<file path="config.mk">
export PLATFORM = sky130hd
export DESIGN_NAME = mem_port_arbiter_flat
export DESIGN_NICKNAME = d
export VERILOG_FILES = /design/src/rtl/mem_arb_pkg.sv /design/src/rtl/mem_port_arbiter_if.sv /design/src/rtl/mem_arb_pick.sv /design/src/rtl/mem_port_arbiter.sv /design/src/flat_wrapper.sv
export SDC_FILE = /design/constraint.sdc
export NUM_CORES = 1
export LEC_CHECK = 0
export ABC_CLOCK_PERIOD_IN_PS = 1800
export CORE_ASPECT_RATIO = 1.1
export CORE_MARGIN = 4
export CORE_UTILIZATION = 25
export CTS_CLUSTER_DIAMETER = 30
export DETAILED_ROUTE_END_ITERATION = 10
export DONT_BUFFER_PORTS = 1
export GPL_TIMING_DRIVEN = 0
export PLACE_DENSITY = 0.44
export SKIP_LAST_GASP = 1
export SYNTH_ARGS = -nofsm -noshare
export SYNTH_HDL_FRONTEND = slang
export SYNTH_SLANG_ARGS = --single-unit
</file>
<file path="constraint.sdc">
create_clock -name clk -period 1.8 [get_ports clk]
set_input_delay 0.36 -clock clk [delete_from_list [all_inputs] [get_ports clk]]
set_output_delay 0.36 -clock clk [all_outputs]
set_load 0.01 [all_outputs]
</file>
<file path="src/rtl/mem_arb_pkg.sv">
// Shared encodings for the unified-memory port arbiter: FSM states, port owner
// and the load/store access-type codes used by the core.
package mem_arb_pkg;

   typedef enum logic [1:0] {
      ST_IDLE = 2'd0,
      ST_WAIT = 2'd1,
      ST_RESP = 2'd2
   } arb_state_e;

   typedef enum logic {
      OWN_I = 1'b0,
      OWN_D = 1'b1
   } owner_e;

   // Access-type codes match the core's load/store funct3 encoding
   localparam logic [2:0] DMT_B  = 3'b000;
   localparam logic [2:0] DMT_H  = 3'b001;
   localparam logic [2:0] DMT_W  = 3'b010;
   localparam logic [2:0] DMT_BU = 3'b100;
   localparam logic [2:0] DMT_HU = 3'b101;

endpackage

</file>
<file path="src/rtl/mem_port_arbiter_if.sv">
// Bundle of the fetch port, load/store port and memory-side signals.
// slave = arbiter view, master = core + memory environment view.
interface mem_port_arbiter_if #(
   parameter int ADDR_W = 32,
   parameter int DATA_W = 32
);
   logic              i_req;
   logic [ADDR_W-1:0] i_addr;
   logic              i_ack;
   logic [DATA_W-1:0] i_rdata;

   logic              d_req;
   logic              d_we;
   logic [ADDR_W-1:0] d_addr;
   logic [DATA_W-1:0] d_wdata;
   logic [2:0]        d_dmtype;
   logic              d_ack;
   logic [DATA_W-1:0] d_rdata;

   logic              bus_err;

   logic              mem_req;
   logic              mem_we;
   logic [ADDR_W-1:0] mem_addr;
   logic [DATA_W-1:0] mem_wdata;
   logic [2:0]        mem_dmtype;
   logic              mem_ack;
   logic [DATA_W-1:0] mem_rdata;

   modport slave (
      input  i_req, i_addr, d_req, d_we, d_addr, d_wdata, d_dmtype,
             mem_ack, mem_rdata,
      output i_ack, i_rdata, d_ack, d_rdata, bus_err,
             mem_req, mem_we, mem_addr, mem_wdata, mem_dmtype
   );

   modport master (
      output i_req, i_addr, d_req, d_we, d_addr, d_wdata, d_dmtype,
             mem_ack, mem_rdata,
      input  i_ack, i_rdata, d_ack, d_rdata, bus_err,
             mem_req, mem_we, mem_addr, mem_wdata, mem_dmtype
   );
endinterface

</file>
<file path="src/rtl/mem_arb_pick.sv">
// Combinational grant choice: data wins unless fetch is pending and starved.
// Grants are one-hot or none.
module mem_arb_pick (
   input  logic i_ireq,
   input  logic i_dreq,
   input  logic i_starved,
   output logic o_grant_i,
   output logic o_grant_d
);
   assign o_grant_d = i_dreq & ~(i_ireq & i_starved);
   assign o_grant_i = i_ireq & ~o_grant_d;
endmodule

</file>
<file path="src/rtl/mem_port_arbiter.sv">
// Fetch/load-store arbiter for one single-ported memory, registered outputs.
// Optional MEM_TIMEOUT_EN: WAIT aborts with bus_err after TIMEOUT_CYC cycles.
module mem_port_arbiter
   import mem_arb_pkg::*;
#(
   parameter int ADDR_W      = 32,
   parameter int DATA_W      = 32,
   parameter int STARVE_LIM  = 4,
   parameter int TIMEOUT_CYC = 64
) (
   input  logic              clk,
   input  logic              reset,
   mem_port_arbiter_if.slave bus
);
   localparam int SCW = $clog2(STARVE_LIM + 1);
   localparam logic [SCW-1:0] STARVE_MAX = SCW'(STARVE_LIM);

   arb_state_e        r_state;
   owner_e            r_owner;
   logic [SCW-1:0]    r_starve_cnt;
   logic              r_mem_req;
   logic              r_mem_we;
   logic [ADDR_W-1:0] r_mem_addr;
   logic [DATA_W-1:0] r_mem_wdata;
   logic [2:0]        r_mem_dmtype;
   logic              r_i_ack;
   logic              r_d_ack;
   logic [DATA_W-1:0] r_i_rdata;
   logic [DATA_W-1:0] r_d_rdata;
   logic              r_bus_err;

   logic w_starved;
   logic w_grant_i;
   logic w_grant_d;

   assign w_starved = (r_starve_cnt == STARVE_MAX);

   mem_arb_pick u_pick (
      .i_ireq    (bus.i_req),
      .i_dreq    (bus.d_req),
      .i_starved (w_starved),
      .o_grant_i (w_grant_i),
      .o_grant_d (w_grant_d)
   );

`ifdef MEM_TIMEOUT_EN
   localparam int TW = $clog2(TIMEOUT_CYC + 1);
   localparam logic [TW-1:0] TMO_LAST = TW'(TIMEOUT_CYC - 1);
   logic [TW-1:0] r_wait_cnt;
`else
   logic w_unused_tmo;
   assign w_unused_tmo = ^TIMEOUT_CYC;
`endif

   always_ff @(posedge clk or negedge reset) begin
      if (!reset) begin
         r_state      <= ST_IDLE;
         r_owner      <= OWN_I;
         r_starve_cnt <= '0;
         r_mem_req    <= 1'b0;
         r_mem_we     <= 1'b0;
         r_mem_addr   <= '0;
         r_mem_wdata  <= '0;
         r_mem_dmtype <= '0;
         r_i_ack      <= 1'b0;
         r_d_ack      <= 1'b0;
         r_i_rdata    <= '0;
         r_d_rdata    <= '0;
         r_bus_err    <= 1'b0;
`ifdef MEM_TIMEOUT_EN
         r_wait_cnt   <= '0;
`endif
      end else begin
         // acks and bus_err are single-cycle pulses
         r_i_ack   <= 1'b0;
         r_d_ack   <= 1'b0;
         r_bus_err <= 1'b0;
         case (r_state)
            ST_IDLE: begin
               if (w_grant_d) begin
                  r_owner      <= OWN_D;
                  r_mem_req    <= 1'b1;
                  r_mem_we     <= bus.d_we;
                  r_mem_addr   <= bus.d_addr;
                  r_mem_wdata  <= bus.d_wdata;
                  r_mem_dmtype <= bus.d_dmtype;
                  r_state      <= ST_WAIT;
                  // a D grant with I pending can only happen below the limit
                  if (bus.i_req)
                     r_starve_cnt <= r_starve_cnt + SCW'(1);
               end else if (w_grant_i) begin
                  r_owner      <= OWN_I;
                  r_mem_req    <= 1'b1;
                  r_mem_we     <= 1'b0;
                  r_mem_addr   <= bus.i_addr;
                  r_mem_wdata  <= '0;
                  r_mem_dmtype <= DMT_W;
                  r_state      <= ST_WAIT;
                  r_starve_cnt <= '0;
               end
`ifdef MEM_TIMEOUT_EN
               r_wait_cnt <= '0;
`endif
            end
            ST_WAIT: begin
               if (bus.mem_ack) begin
                  r_mem_req <= 1'b0;
                  r_state   <= ST_RESP;
                  if (r_owner == OWN_I) begin
                     r_i_rdata <= bus.mem_rdata;
                     r_i_ack   <= 1'b1;
                  end else begin
                     if (!r_mem_we)
                        r_d_rdata <= bus.mem_rdata;
                     r_d_ack <= 1'b1;
                  end
               end
`ifdef MEM_TIMEOUT_EN
               else if (r_wait_cnt == TMO_LAST) begin
                  r_mem_req <= 1'b0;
                  r_bus_err <= 1'b1;
                  r_state   <= ST_RESP;
                  if (r_owner == OWN_I) begin
                     r_i_rdata <= '0;
                     r_i_ack   <= 1'b1;
                  end else begin
                     r_d_rdata <= '0;
                     r_d_ack   <= 1'b1;
                  end
               end else begin
                  r_wait_cnt <= r_wait_cnt + TW'(1);
               end
`endif
            end
            // requests are not sampled here, so a requester dropping req
            // after its ack cannot be granted twice
            ST_RESP: r_state <= ST_IDLE;
            default: r_state <= ST_IDLE;
         endcase
      end
   end

   assign bus.i_ack      = r_i_ack;
   assign bus.i_rdata    = r_i_rdata;
   assign bus.d_ack      = r_d_ack;
   assign bus.d_rdata    = r_d_rdata;
   assign bus.bus_err    = r_bus_err;
   assign bus.mem_req    = r_mem_req;
   assign bus.mem_we     = r_mem_we;
   assign bus.mem_addr   = r_mem_addr;
   assign bus.mem_wdata  = r_mem_wdata;
   assign bus.mem_dmtype = r_mem_dmtype;

endmodule
</file>
<file path="src/flat_wrapper.sv">
// flat-port wrapper written by rule: the top's interface ports become plain ports
module mem_port_arbiter_flat import mem_arb_pkg::*;
#(
   parameter int ADDR_W      = 32,
   parameter int DATA_W      = 32,
   parameter int STARVE_LIM  = 4,
   parameter int TIMEOUT_CYC = 64
)
  (clk, reset, bus_i_req, bus_i_addr, bus_d_req, bus_d_we, bus_d_addr, bus_d_wdata, bus_d_dmtype, bus_mem_ack, bus_mem_rdata, bus_i_ack, bus_i_rdata, bus_d_ack, bus_d_rdata, bus_bus_err, bus_mem_req, bus_mem_we, bus_mem_addr, bus_mem_wdata, bus_mem_dmtype);
  mem_port_arbiter_if #(.ADDR_W(ADDR_W), .DATA_W(DATA_W)) bus_i ();
  input  logic clk;
  input  logic reset;
  input wire logic [$bits(bus_i.i_req)-1:0] bus_i_req;
  input wire logic [$bits(bus_i.i_addr)-1:0] bus_i_addr;
  input wire logic [$bits(bus_i.d_req)-1:0] bus_d_req;
  input wire logic [$bits(bus_i.d_we)-1:0] bus_d_we;
  input wire logic [$bits(bus_i.d_addr)-1:0] bus_d_addr;
  input wire logic [$bits(bus_i.d_wdata)-1:0] bus_d_wdata;
  input wire logic [$bits(bus_i.d_dmtype)-1:0] bus_d_dmtype;
  input wire logic [$bits(bus_i.mem_ack)-1:0] bus_mem_ack;
  input wire logic [$bits(bus_i.mem_rdata)-1:0] bus_mem_rdata;
  output wire logic [$bits(bus_i.i_ack)-1:0] bus_i_ack;
  output wire logic [$bits(bus_i.i_rdata)-1:0] bus_i_rdata;
  output wire logic [$bits(bus_i.d_ack)-1:0] bus_d_ack;
  output wire logic [$bits(bus_i.d_rdata)-1:0] bus_d_rdata;
  output wire logic [$bits(bus_i.bus_err)-1:0] bus_bus_err;
  output wire logic [$bits(bus_i.mem_req)-1:0] bus_mem_req;
  output wire logic [$bits(bus_i.mem_we)-1:0] bus_mem_we;
  output wire logic [$bits(bus_i.mem_addr)-1:0] bus_mem_addr;
  output wire logic [$bits(bus_i.mem_wdata)-1:0] bus_mem_wdata;
  output wire logic [$bits(bus_i.mem_dmtype)-1:0] bus_mem_dmtype;
  assign bus_i.i_req = bus_i_req;
  assign bus_i.i_addr = bus_i_addr;
  assign bus_i.d_req = bus_d_req;
  assign bus_i.d_we = bus_d_we;
  assign bus_i.d_addr = bus_d_addr;
  assign bus_i.d_wdata = bus_d_wdata;
  assign bus_i.d_dmtype = bus_d_dmtype;
  assign bus_i.mem_ack = bus_mem_ack;
  assign bus_i.mem_rdata = bus_mem_rdata;
  assign bus_i_ack = bus_i.i_ack;
  assign bus_i_rdata = bus_i.i_rdata;
  assign bus_d_ack = bus_i.d_ack;
  assign bus_d_rdata = bus_i.d_rdata;
  assign bus_bus_err = bus_i.bus_err;
  assign bus_mem_req = bus_i.mem_req;
  assign bus_mem_we = bus_i.mem_we;
  assign bus_mem_addr = bus_i.mem_addr;
  assign bus_mem_wdata = bus_i.mem_wdata;
  assign bus_mem_dmtype = bus_i.mem_dmtype;
  mem_port_arbiter #(.ADDR_W(ADDR_W), .DATA_W(DATA_W), .STARVE_LIM(STARVE_LIM), .TIMEOUT_CYC(TIMEOUT_CYC)) u_core (.clk(clk), .reset(reset), .bus(bus_i));
endmodule
</file>
==> reports/results.ini <==
[run_status]
status = finished with violations
violations = negative hold slack

[clock_network]
cts_buffers = 17
clk_latency_ns = 0.42
clock-sinks = 141
clock_path_buffers = 2
path_clk_slew_ns = 0.07
htreeDepth = 4
cts_tree = yes
clockRootBuffer = clkbuf_16

[placed_design]
io_buffers = 0
place_ws_ns = -0.160
gp_congestion = 0.756
dp_cells = 749
dp_hpwl_mm = 12.5

[routing]
drt_iter0_drc = 166
vias = 3816
routed_wl_mm = 17.1
drcViolationCount = 0
drtPass1Iterations = 4
ant_nets = 0
vias_per_cell = 4.87
avgRoutedWirePerCell_um = 21.8

[critical_path]
path_cells = inv_1, ha_1, nand3_4, and3_1, buf_2, buf_6, a22o_1
arrival_ns = 2.00
path_max_fanout = 10
setup.worst_path.class = reg -> reg
slowest_stage = dfrtp_1
reg2reg_from = u_core.r_starve_cnt[0]$_DFFE_PN0P_
cp.required_ns = 2.09
cpPeakStageDelay_ns = 0.41
critPathLaunchType = flip-flop
cp-end-kind = flip-flop
startpoint = u_core.r_starve_cnt[0]$_DFFE_PN0P_

[worst_hold_path]
min_path_type = in -> async

[die]
dieArea_um2 = 26600
core_um2 = 23600
die_x_um = 156
ioPinCount = 273
start_util_pct = 25.4
die_h_um = 171
rows = 59

[synthesis]
synth_ff_type = dfrtp_1
synth_enable_flop_cells = 0
synth_cell_type_count = 31
synth_seq_cells = 141
syn_area_um2 = 6010
synth_fp_nets = 583
ys_warn_count = 0
synth_cells = 444
synth-async-reset-ratio_pct = 100
seq_area_frac_synth_pct = 58.8
syn-mean-instance-area_um2 = 13.5

[finish]
final_common_cell = dfrtp_1
nNetsFinal = 605
antennaDiodeCount = 0
drive_above_1_share_pct = 34.2
syn_to_final_growth_pct = 17.0
instances_no_fill = 784
layout_common_cells = dfrtp_1 (141), mux2_2 (62), inv_1 (36), a22o_1 (36), nand3_1 (34)

[sta]
skew_ns = 0.0114
relSlewSlack_pct = 60.0
worst_pin_slew_ns = 0.601
setup_slack_ns = 0.0879
rsz0062_at_grt = false
achievable-frequency_ghz = 0.584
hold_violations = 141
min_period_ns = 1.71
setup_violations = 0
timing.hold.ws_ns = -0.361
slew_violations = 0
post-route-period-util_pct = 95.1

[flow_run]
cap_viol_max_count = 0

[global_route]
grt_pass1_wl_mm = 25.4
grt_usage_pct = 12.5
grt_pass1_vias = 4328
grt_overflow = 0
antenna_found_initial = 0
grt_max_degree = 142

[pwr]
p_leak_nw = 2.99
power_mw = 13.9
ir_drop_mv = 0.546
p_per_area_nw_per_um2 = 1980

[per-stage QoR]
stage	util [%]	instance area (um^2)	TNS (ns)
2_1_floorplan	-	6010	0
3_3_place_gp	27.0	6390	-3.44
3_5_place_dp	27.0	6390	-5.56
4_1_cts	29.6	6980	0
5_1_grt	29.7	7030	0
6_report	29.7	7030	0
[sequential cells by signal, summed over array words and instances, names as in the netlist]
register and cells:
u_core.bus.mem_addr 32, u_core.bus.i_ack 1, u_core.bus.mem_we 1, u_core.bus.mem_wdata 32, u_core.r_starve_cnt 3, u_core.bus.mem_req 1, u_core.r_owner 1, u_core.bus.i_rdata 32
u_core.r_state 2, u_core.bus.d_ack 1, u_core.bus.d_rdata 32, u_core.bus.mem_dmtype 3
[worst paths after layout]
check                                                  endpoint  slack, ns  depth (start not counted)
min in group clk                  u_core.r_state[0]$_DFFE_PN0P_       0.06                          1
max in group asynchronous         u_core.bus.mem_we$_DFFE_PN0P_       1.99                          0
max                        u_core.bus.mem_wdata[18]$_DFFE_PN0P_       0.09                          7
min reg2reg                  u_core.r_starve_cnt[0]$_DFFE_PN0P_       0.51                          1
max reg2reg                u_core.bus.mem_wdata[18]$_DFFE_PN0P_       0.09                          7
min                          u_core.bus.mem_addr[5]$_DFFE_PN0P_      -0.36                          0
[power by group]
part,switching [mW],internal (mW)
Clock,1.50,1.95
Combinational,1.94,2.00
Sequential,1.86,4.66
Total,5.30,8.61
[cells by family after synthesis]
logic type | count (synthesis) | share of synthesized area [%]
AOI/OAI and AO/OA | 74 | 13.5
adders and majority gates | 2 | 0.417
muxes | 64 | 12.0
and+or+nand+nor | 86 | 8.54
other | 1 | 0.0624
buffers and inverters | 76 | 6.73
DFF | 141 | 58.7
[critical path: cells and delay by family (launching register included)]
family / cells / cell delay [ns]
and+or+nand+nor: 2 / 0.32
DFF: 1 / 0.41
adders and majority gates: 1 / 0.19
buffers and inverters: 3 / 0.43
AOI/OAI and AO/OA: 1 / 0.23
[synth_stat cells, types with 2 or more instances]
cell        n  area (um^2)
o221ai_1    3         26.3
nand2b_1    3         18.8
o21ai_0     3         15.0
inv_1      36          135
a22o_1     36          315
nand4_1    33          206
nand2_1     4         15.0
clkbuf_1   12         45.0
o221ai_2   29          435
mux2_1      2         22.5
nand3_1    34          170
dfrtp_1   141         3530
buf_6      13          146
nor2_2      2         12.5
ha_1        2         25.0
buf_2      14         70.1
o21ai_1     2         10.0
mux2_2     62          698
[layer usage]
| metal | up-vias | part of all wire (%) | GRT usage (%) |
|---|---|---|---|
| met1 | 1933 | 37 | 13.8 |
| met3 | 20 | 11 | 6.12 |
| met4 | 0 | 2.2 | 4.30 |
| li1 | 1673 | - | - |
| met5 | - | 0 | 0 |
| met2 | 190 | 50 | 21.0 |
[area by class of cell]
cell class                      instances  area (um^2)
Buffer                                 40          280
Sequential cell                       141         3530
Fill cell                            2399        16600
Clock buffer                           17          425
Tap cell                              305          382
Multi-Input combinational cell        227         2090
Timing Repair Buffer                    3         35.0
Clock inverter                         15          155
Inverter                               36          135
[repair_timing]
action,4_1_cts,5_1_grt
endpoints found under the setup margin,60,42
setup buffers,0,3
hold endpoints to repair,141,141
pin swaps,0,1
resized for setup,5,5
Note: power is estimated with default switching activity, not from simulation.
